--- src/rtl/ysyx_22040237_if_stage_pkg.sv ---
// Shared definitions for the instruction-fetch stage.
// Contents:
//   ysyx_22040237_INST_WIDTH / ysyx_22040237_REG_WIDTH : core-wide widths
//   IFU_RESET_PC                                       : first fetch address after reset
//   ifu_state_e                                        : fetch FSM encoding (BOOT/RUN/HALT)
package ysyx_22040237_if_stage_pkg;

    localparam int ysyx_22040237_INST_WIDTH = 32;
    localparam int ysyx_22040237_REG_WIDTH  = 64;

    localparam logic [63:0] IFU_RESET_PC = 64'h0000_0000_8000_0000;

    typedef enum logic [1:0] {
        IFU_BOOT = 2'd0,
        IFU_RUN  = 2'd1,
        IFU_HALT = 2'd2
    } ifu_state_e;

endpackage

--- src/rtl/ysyx_22040237_if_fifo.sv ---
// Parameterised synchronous FIFO with a synchronous flush.
// Used both as the fetched-instruction buffer and as the queue of PCs
// belonging to requests still waiting for their memory response.
// Ports:
//   clk, rst (async, active-low)
//   flush            : empties the FIFO; same-cycle push/pop are ignored
//   push, push_data  : write one entry (accepted when not full, or when popping)
//   pop              : remove the head entry (ignored when empty)
//   head_data        : current head entry (storage is reset to zero)
//   count            : number of valid entries
module ysyx_22040237_if_fifo #(
    parameter  int WIDTH = 96,
    parameter  int DEPTH = 2,
    localparam int PTR_W = $clog2(DEPTH),
    localparam int CNT_W = PTR_W + 1
) (
    input  logic             clk,
    input  logic             rst,
    input  logic             flush,
    input  logic             push,
    input  logic [WIDTH-1:0] push_data,
    input  logic             pop,
    output logic [WIDTH-1:0] head_data,
    output logic [CNT_W-1:0] count
);

    logic [WIDTH-1:0] mem_r [DEPTH];
    logic [PTR_W-1:0] wr_ptr_r;
    logic [PTR_W-1:0] rd_ptr_r;
    logic [CNT_W-1:0] count_r;
    logic             pop_ok_s;
    logic             push_ok_s;

    // A push into a full FIFO is only legal when the head leaves in the same cycle.
    assign pop_ok_s  = pop && (count_r != {CNT_W{1'b0}});
    assign push_ok_s = push && ((count_r != CNT_W'(DEPTH)) || pop_ok_s);

    assign head_data = mem_r[rd_ptr_r];
    assign count     = count_r;

    // Storage, pointers and occupancy; DEPTH is a power of two so pointers wrap naturally.
    always_ff @(posedge clk or negedge rst) begin
        if (!rst) begin
            for (int i = 0; i < DEPTH; i++) begin
                mem_r[i] <= {WIDTH{1'b0}};
            end
            wr_ptr_r <= {PTR_W{1'b0}};
            rd_ptr_r <= {PTR_W{1'b0}};
            count_r  <= {CNT_W{1'b0}};
        end else if (flush) begin
            wr_ptr_r <= {PTR_W{1'b0}};
            rd_ptr_r <= {PTR_W{1'b0}};
            count_r  <= {CNT_W{1'b0}};
        end else begin
            if (push_ok_s) begin
                mem_r[wr_ptr_r] <= push_data;
                wr_ptr_r        <= wr_ptr_r + PTR_W'(1);
            end
            if (pop_ok_s) begin
                rd_ptr_r <= rd_ptr_r + PTR_W'(1);
            end
            count_r <= count_r + CNT_W'(push_ok_s) - CNT_W'(pop_ok_s);
        end
    end

endmodule

--- src/rtl/ysyx_22040237_if_stage.sv ---
// Instruction-fetch stage.
// Owns the fetch PC, issues in-order requests to instruction memory on a
// valid/ready channel, buffers returned instructions and presents them to
// decode on a valid/ready handshake. A redirect (flush_i) empties the buffer,
// moves the fetch PC and arranges for responses of the old path to be dropped.
// Ports:
//   clk, rst (async, active-low)
//   flush_i, redirect_pc_i              : jump redirect from EXU
//   halt_i                              : stop fetching, sticky until reset
//   imem_req_valid_o/ready_i/addr_o     : fetch request channel
//   imem_rsp_valid_i/data_i             : in-order responses, never back-pressured
//   out_valid_o/ready_i/pc_o/inst_o     : instruction to decode
// Configuration:
//   YSYX_22040237_IFU_64B_BUS_EN : memory returns aligned 64-bit words and the
//   instruction half is chosen by PC[2]; otherwise the low INST_W bits are used.
module ysyx_22040237_if_stage
    import ysyx_22040237_if_stage_pkg::*;
#(
    parameter int                ADDR_W     = ysyx_22040237_REG_WIDTH,
    parameter int                INST_W     = ysyx_22040237_INST_WIDTH,
    parameter int                FIFO_DEPTH = 2,
    parameter logic [ADDR_W-1:0] RESET_PC   = ADDR_W'(IFU_RESET_PC)
) (
    input  logic              clk,
    input  logic              rst,
    input  logic              flush_i,
    input  logic [ADDR_W-1:0] redirect_pc_i,
    input  logic              halt_i,
    output logic              imem_req_valid_o,
    input  logic              imem_req_ready_i,
    output logic [ADDR_W-1:0] imem_req_addr_o,
    input  logic              imem_rsp_valid_i,
    input  logic [63:0]       imem_rsp_data_i,
    output logic              out_valid_o,
    input  logic              out_ready_i,
    output logic [ADDR_W-1:0] out_pc_o,
    output logic [INST_W-1:0] out_inst_o
);

    localparam int CNT_W = $clog2(FIFO_DEPTH) + 1;

    ifu_state_e               state_r;
    logic [ADDR_W-1:0]        fetch_pc_r;
    logic [CNT_W-1:0]         drop_r;
    logic [CNT_W-1:0]         inflight_s;
    logic [CNT_W-1:0]         buf_cnt_s;
    logic [CNT_W:0]           credit_used_s;
    logic                     req_fire_s;
    logic                     rsp_keep_s;
    logic                     pop_s;
    logic [ADDR_W-1:0]        rsp_pc_s;
    logic [INST_W-1:0]        rsp_inst_s;
    logic [ADDR_W+INST_W-1:0] buf_head_s;

    // Buffered plus in-flight entries may never exceed the buffer depth,
    // which is what guarantees a response always finds room.
    assign credit_used_s    = {1'b0, buf_cnt_s} + {1'b0, inflight_s};
    assign imem_req_valid_o = (state_r == IFU_RUN) && !flush_i &&
                              (credit_used_s < (CNT_W+1)'(FIFO_DEPTH));
    assign imem_req_addr_o  = fetch_pc_r;
    assign req_fire_s       = imem_req_valid_o && imem_req_ready_i;

    // Responses of a redirected path are swallowed while drop_r is non-zero.
    assign rsp_keep_s = imem_rsp_valid_i && (drop_r == {CNT_W{1'b0}}) && !flush_i;

`ifdef YSYX_22040237_IFU_64B_BUS_EN
    assign rsp_inst_s = rsp_pc_s[2] ? imem_rsp_data_i[63:32] : imem_rsp_data_i[31:0];
`else
    logic unused_rsp_hi_s;
    assign unused_rsp_hi_s = ^imem_rsp_data_i[63:INST_W];
    assign rsp_inst_s      = imem_rsp_data_i[INST_W-1:0];
`endif

    assign out_valid_o = (buf_cnt_s != {CNT_W{1'b0}}) && !flush_i;
    assign pop_s       = out_valid_o && out_ready_i;
    assign out_pc_o    = buf_head_s[ADDR_W+INST_W-1:INST_W];
    assign out_inst_o  = buf_head_s[INST_W-1:0];

    // PC of every accepted request; its occupancy is the in-flight count.
    // Never flushed: stale responses still arrive and must retire their entry.
    ysyx_22040237_if_fifo #(
        .WIDTH (ADDR_W),
        .DEPTH (FIFO_DEPTH)
    ) u_pc_queue (
        .clk       (clk),
        .rst       (rst),
        .flush     (1'b0),
        .push      (req_fire_s),
        .push_data (fetch_pc_r),
        .pop       (imem_rsp_valid_i),
        .head_data (rsp_pc_s),
        .count     (inflight_s)
    );

    ysyx_22040237_if_fifo #(
        .WIDTH (ADDR_W + INST_W),
        .DEPTH (FIFO_DEPTH)
    ) u_inst_buf (
        .clk       (clk),
        .rst       (rst),
        .flush     (flush_i),
        .push      (rsp_keep_s),
        .push_data ({rsp_pc_s, rsp_inst_s}),
        .pop       (pop_s),
        .head_data (buf_head_s),
        .count     (buf_cnt_s)
    );

    // Fetch FSM: one idle BOOT cycle, then RUN until a sticky HALT.
    always_ff @(posedge clk or negedge rst) begin
        if (!rst) begin
            state_r <= IFU_BOOT;
        end else begin
            case (state_r)
                IFU_BOOT: state_r <= IFU_RUN;
                IFU_RUN:  state_r <= halt_i ? IFU_HALT : IFU_RUN;
                IFU_HALT: state_r <= IFU_HALT;
                default:  state_r <= IFU_BOOT;
            endcase
        end
    end

    // Fetch PC: redirect wins over the sequential advance; wraps modulo 2^ADDR_W.
    always_ff @(posedge clk or negedge rst) begin
        if (!rst) begin
            fetch_pc_r <= RESET_PC;
        end else if (flush_i) begin
            fetch_pc_r <= redirect_pc_i;
        end else if (req_fire_s) begin
            fetch_pc_r <= fetch_pc_r + ADDR_W'(4);
        end else begin
            fetch_pc_r <= fetch_pc_r;
        end
    end

    // Drop counter: on redirect every older in-flight response must be discarded;
    // a response arriving in the redirect cycle is already discarded directly.
    always_ff @(posedge clk or negedge rst) begin
        if (!rst) begin
            drop_r <= {CNT_W{1'b0}};
        end else if (flush_i) begin
            drop_r <= inflight_s - CNT_W'(imem_rsp_valid_i);
        end else if (imem_rsp_valid_i && (drop_r != {CNT_W{1'b0}})) begin
            drop_r <= drop_r - CNT_W'(1);
        end else begin
            drop_r <= drop_r;
        end
    end

endmodule

--- config.mk ---
export PLATFORM = sky130hd
export DESIGN_NAME = ysyx_22040237_if_stage
export DESIGN_NICKNAME = d
export VERILOG_FILES = /design/src/rtl/ysyx_22040237_if_stage_pkg.sv /design/src/rtl/ysyx_22040237_if_fifo.sv /design/src/rtl/ysyx_22040237_if_stage.sv
export SDC_FILE = /design/constraint.sdc
export NUM_CORES = 1
export LEC_CHECK = 0
export CAP_MARGIN = 25
export CORE_AREA = 2 2 205 207
export DETAILED_ROUTE_END_ITERATION = 8
export DIE_AREA = 0 0 207 209
export GPL_ROUTABILITY_DRIVEN = 0
export GPL_TIMING_DRIVEN = 0
export MAX_ROUTING_LAYER = met4
export PLACE_DENSITY_LB_ADDON = 0.12
export SKIP_LAST_GASP = 1
export SLEW_MARGIN = 20
export SYNTH_ARGS = -nofsm -noshare
export SYNTH_HDL_FRONTEND = slang
export SYNTH_SLANG_ARGS = --single-unit
--- constraint.sdc ---
create_clock -name clk -period 3.8 [get_ports clk]
set_input_delay 1.14 -clock clk [delete_from_list [all_inputs] [get_ports clk]]
set_output_delay 1.14 -clock clk [all_outputs]
set_load 0.02 [all_outputs]
* Word level (Yosys, flattened, before mapping)
Cells that the tools add are included.
** Word-level totals
- Word-level logic and storage cells :: 91
- Bits in registers :: 396
- Input port bits :: 135
- Output and inout bits :: 162
** Operators by class
- Order comparisons :: 7
- Reductions and logical operators :: 27
- Mux-type cells :: 23
- Eq/ne operators :: 4
- Add/subtract/negate cells :: 12
- Bitwise logic cells :: 5
** Operator list (number)
- $mux W64 :: 6
- $mux W96 :: 4
- $bwmux W192 :: 1
- $bwmux W128 :: 1
- $demux W96 S1 :: 1
- $add A64 B3 Y64 const B :: 1
- $demux W64 S1 :: 1
- $logic_and A1 B1 Y1 :: 14
- $reduce_bool A2 Y1 :: 7
- $ge A2 B2 Y1 const B :: 4
- $mux W2 :: 4
- $not A1 Y2 :: 4
- $pmux W2 S3 :: 1
- $sub A2 B1 Y2 :: 3
- $add A1 B1 Y1 const B :: 4
- $add A2 B1 Y2 :: 2
- $logic_not A2 Y1 :: 2
- $lt A2 B1 Y1 const B :: 2
- $mux W1 :: 4
- $ne A2 B2 Y1 const B :: 2
- $add A2 B2 Y3 :: 1
- $lt A3 B2 Y1 const B :: 1
- $eq A2 B1 Y1 const B :: 1
- $eq A2 B2 Y1 const B :: 1
- other kinds (5) :: 6

* Logic depth before layout (Yosys ltp)
- Word-level depth :: 9
- Mapped depth :: 10

* By module
Synthesis repeated with hierarchy kept, for this count alone.
** Unflattened totals
- Cells, all modules :: 1390
- Area, all modules :: 18758.0 µm²
** Modules (own cells, without submodules)
- ysyx_22040237_if_fifo (u_inst_buf) :: instances 1, area an instance 8563.2 µm², cells each 533
- ysyx_22040237_if_fifo (u_pc_queue) :: instances 1, area an instance 5969.5 µm², cells each 363
- ysyx_22040237_if_stage :: instances 1, area an instance 4225.3 µm², cells each 494

* Worst setup path after synthesis
No wires, ideal clock.
- Path kind :: input port to output port
- From :: input flush_i
- To :: output imem_req_valid_o
- Cell stages on the path :: 3
- Slack :: 578 ps
- Data arrival time :: 2082 ps
- Path through :: clkbuf_1 > nor4b_2 > nor2b_1
** Between the ends
- Longest elaborated chain between the ends :: 3
** RTL lines
- from (decl) :: line ysyx_22040237_if_stage.sv:26 : input logic flush_i,
- $logic_not A1 Y1 :: line ysyx_22040237_if_stage.sv:58 : assign imem_req_valid_o = (state_r == IFU_RUN) && !flush_i &&
- $logic_and A1 B1 Y1 (2 in a row) :: line ysyx_22040237_if_stage.sv:58
- to (decl) :: line ysyx_22040237_if_stage.sv:29 : output logic imem_req_valid_o,
No other way between the ends.

* Final worst setup path
- From :: input imem_req_ready_i
- To :: register u_pc_queue.mem_r[34] (netlist name)
** Between the ends
- Longest elaborated chain between the ends :: 2
** RTL lines
- from (decl) :: line ysyx_22040237_if_stage.sv:30 : input logic imem_req_ready_i,
- $logic_and A1 B1 Y1 :: line ysyx_22040237_if_stage.sv:61 : assign req_fire_s = imem_req_valid_o && imem_req_ready_i;
- $logic_and A1 B1 Y1 :: line ysyx_22040237_if_fifo.sv:36 : assign push_ok_s = push && ((count_r != CNT_W'(DEPTH)) || pop_ok_s);
- to (signal, indexed assignment) :: line ysyx_22040237_if_fifo.sv:45 : mem_r[i] <= {WIDTH{1'b0}};
- to (signal, indexed assignment) :: line ysyx_22040237_if_fifo.sv:56 : mem_r[wr_ptr_r] <= push_data;
- to (decl) :: line ysyx_22040237_if_fifo.sv:27 : logic [WIDTH-1:0] mem_r [DEPTH];
No other way between the ends.
A chain may end at the register's enable or synchronous reset.

==> results.md <==
- # fillers: 3,589
- Max cap viols: 0
- Non-Filler Instances: around 2,500
- P_leak: 0.00999 µW
- Initial antenna violation count: 0
- Status: complete, no violations
- # setup viols final: 0
- Number of flops mapped to enable cells by yosys: 0
- Antenna diodes: 0
- Slew Viols, Final: 0
- P per Cell Area: 768 mW/mm²
- Register area share after synthesis: 0.545
- Post-synth top area cell: dfrtp_1
- Mapped Cells: about 1,600
- Clock slew at reported path FFs: 0.06 ns
- Syn_nets: around 1,700
- Core Region: 0.0413 mm²
- Final hold vios: 0
- Pre-antenna DRT Iters: 5
- CTS tree: yes
- Minimum clock period: 3.74 ns
- Layout cells sized above 1: 0.212
- Yosys Warn Count: 0
- Setup ws final: 0.0643 ns
- Peak Freq: 268 MHz
- Clock Root Buffer: clkbuf_16
- Area share of the largest cell type after synthesis: 0.543
- Setup crit end kind: register
- # IOs: 297
- Yosys reg bits: 396
- Gr ovfl total: 0
- Worst hold path stage count: 2
- Layout area overhead: 27.7%
- CTS Buffer Depth: 3
- CTS sink count: 396
- Die area: 0.0433 mm²
- PortBufs: 263
- WL final: ~56 mm
- Initial core utilization: 0.441
- Pin count of the biggest net entering global routing: 94
- Placed inst area: ~0.022 mm²
- Worst EP arrival: roughly 4.2 ns
- Vias per std cell: 5.75
- Num CTS Buffers: 45
- Vias in the first global route: 14,200
- Syn_area_per_cell: 11.5 µm²
- Hold Path Class: register to register
- Synthesized cell area: 0.0182 mm²
- Hpwl dp: 39.6 mm
- Antenna Violating Nets Remaining: 0
- Design area: 0.0232 mm²
- Die width: around 210 µm
- Average wire per standard cell: 22.5 µm
- Final #Nets: 2,043
- Crit-path max FO: 10
- Ranking of synthesized cells by area: dfrtp_1, mux2_2, mux2i_1
- Main synth FF type: dfrtp_1
- Placed cell count: 2,389
- Rows: 75
- VDD IR max: between 0.0004 and 0.0005 V
- Depth of the worst register-to-register path: 10
- WS Path Type: input port to register
- Post-synth ARST share: 1.00
- Number of DRC markers in iteration 0: slightly above 1,000
- Worst skew pair latency: 0.58 ns
- Die height: 209 µm
- Total GRT Usage: 0.264
- Setup TNS: 0 ns
- # H-tree levels: 2
- Pre-CTS setup slack: -0.644 ns
- Hold-fix buffers, CTS: 0
- Rel. slew slack: 0.232
- Final period util: 0.983
- Worst path required time: approximately 4.2 ns
- First-pass GRT wire length: 85.9 mm
- Synth unique cells: 56
- Kind of start point of the critical path: input port
- RSZ-0062 raised after global routing: no
- # DRC: 0
- Overall via count from detail_route: 14,200
- Worst slew pin tran: 1.15 ns
- Skew final: about 0.023 ns
==> cell usage after synthesis (4+ instances only) <==
| master | n |
|---|---|
| or4_1 | 7 |
| mux2_1 | 5 |
| o311ai_0 | 20 |
| a21oi_1 | 81 |
| inv_1 | 21 |
| o211ai_1 | 28 |
| xnor2_1 | 5 |
| buf_1 | 11 |
| dfrtp_1 | 395 |
| and3_1 | 9 |
| nor2b_1 | 5 |
| nand4_1 | 32 |
| mux2_2 | 286 |
| buf_2 | 9 |
| or4_4 | 4 |
| nand2b_1 | 6 |
| mux2i_1 | 72 |
| and2_1 | 6 |
| and4_1 | 8 |
| or3_1 | 10 |
| a22oi_1 | 5 |
| a21o_1 | 4 |
| nand3_1 | 49 |
| ha_1 | 7 |
| clkbuf_1 | 86 |
| o21ai_0 | 88 |
| a221o_1 | 6 |
| a31oi_1 | 8 |
| nor3_1 | 18 |
| nor2_1 | 92 |
| nor4_1 | 15 |
| nand2_1 | 144 |
==> state kept, by name, summed over array words and instances (netlist names) <==
signal	count
u_pc_queue.count	2
u_pc_queue.wr_ptr_r	1
u_inst_buf.count	2
u_inst_buf.rd_ptr_r	1
drop_r	2
u_inst_buf.wr_ptr_r	1
imem_req_addr_o	64
u_pc_queue.rd_ptr_r	1
u_pc_queue.mem_r	128
state_r	2
u_inst_buf.mem_r	192
==> cells in the final DEF (no fill, tap or decap), types with 18 or more instances in the layout <==
| cell type | netlist | layout |
|---|---|---|
| clkbuf_16 | 0 | 47 |
| nor3_1 | 18 | 18 |
| nand3_1 | 49 | 49 |
| dfrtp_1 | 395 | 394 |
| a21oi_1 | 81 | 81 |
| nand4_1 | 32 | 32 |
| nor2_1 | 92 | 91 |
| mux2i_1 | 72 | 72 |
| clkdlybuf4s50_1 | 0 | 261 |
| inv_1 | 21 | 21 |
| nand2_1 | 144 | 143 |
| o21ai_0 | 88 | 88 |
| o211ai_1 | 28 | 28 |
| clkbuf_1 | 86 | 86 |
| o311ai_0 | 20 | 20 |
| mux2_2 | 286 | 286 |
==> power breakdown <==
| group | internal, µW | total [µW] | switching (µW) | leakage [µW] |
|---|---|---|---|---|
| registers | 5870 | 6850 | 981 | 0.00502 |
| clock network | 2630 | 4360 | 1730 | 0.000727 |
| logic | 3360 | 6630 | 3280 | 0.00424 |
==> area by class of cell <==
class / instances / area [µm²] / share of cell area
multi-input combinational: 1056 / 7830 / 0.337
tap: 539 / 674 / 0.0290
timing repair buffer: 275 / 2830 / 0.122
clock buffer: 67 / 1340 / 0.0577
sequential: 396 / 9910 / 0.427
inverter: 21 / 78.8 / 0.00339
clock inverter: 11 / 136 / 0.00587
buffer: 105 / 432 / 0.0186
==> critical path, cell delays in order <==
cell             delay, ns
clkdlybuf4s50_1       0.49
nor2b_1               0.47
nand2_1               0.41
nor2_1                0.32
nand2_1               0.50
clkbuf_1              0.46
mux2_2                0.37
==> layer usage <==
metal,vias to the layer above,routed length [µm],track usage
li1,6366,-,-
met1,7157,24400,0.359
met2,555,26000,0.410
met3,113,3550,0.0371
met4,0,1790,0.0909
met5,-,0,-
==> repair_timing <==
action | 4_1_cts | 5_1_grt
resized for setup | 16 | 4
buffers inserted | 3 | 0
endpoints found under the setup margin | 166 | 24
pin swaps | 1 | 0
==> worst paths after layout <==
check                                          start                   end  slack, ns
worst max-delay path                imem_req_ready_i  u_pc_queue.mem_r[34]       0.06
worst min-delay path            u_inst_buf.mem_r[95]  u_inst_buf.mem_r[95]       0.47
worst max register to register   u_pc_queue.count[0]  u_pc_queue.mem_r[34]       0.17
worst min register to register  u_inst_buf.mem_r[95]  u_inst_buf.mem_r[95]       0.47
max in group asynchronous                        rst  u_inst_buf.mem_r[69]       1.92
min in group asynchronous                        rst  u_inst_buf.mem_r[27]       0.53
==> metrics by stage <==
step | utilization | power (µW) | hold slack, ns
finish | 0.563 | 17800 | 0.474
global route | 0.563 | 18800 | 0.493
CTS | 0.562 | 18000 | 0.478
detailed placement | 0.525 | 13500 | 0.466
global placement | 0.521 | 13300 | 0.455
floorplan | - | 10800 | 0.444
==> kinds of logic (layout without fill, tap and decap cells) <==
family                     count (synthesis)  after routing  synth area share
DFF                                      396            396             0.545
adders and majority gates                  8              8           0.00591
and+or+nand+nor                          421            421             0.113
muxes                                    363            363             0.220
AOI/OAI and AO/OA                        256            256            0.0852
xor gates and xnor gates                   8              8           0.00385
buffers and inverters                    128            479            0.0274
Note: power is estimated with default switching activity, not from simulation.
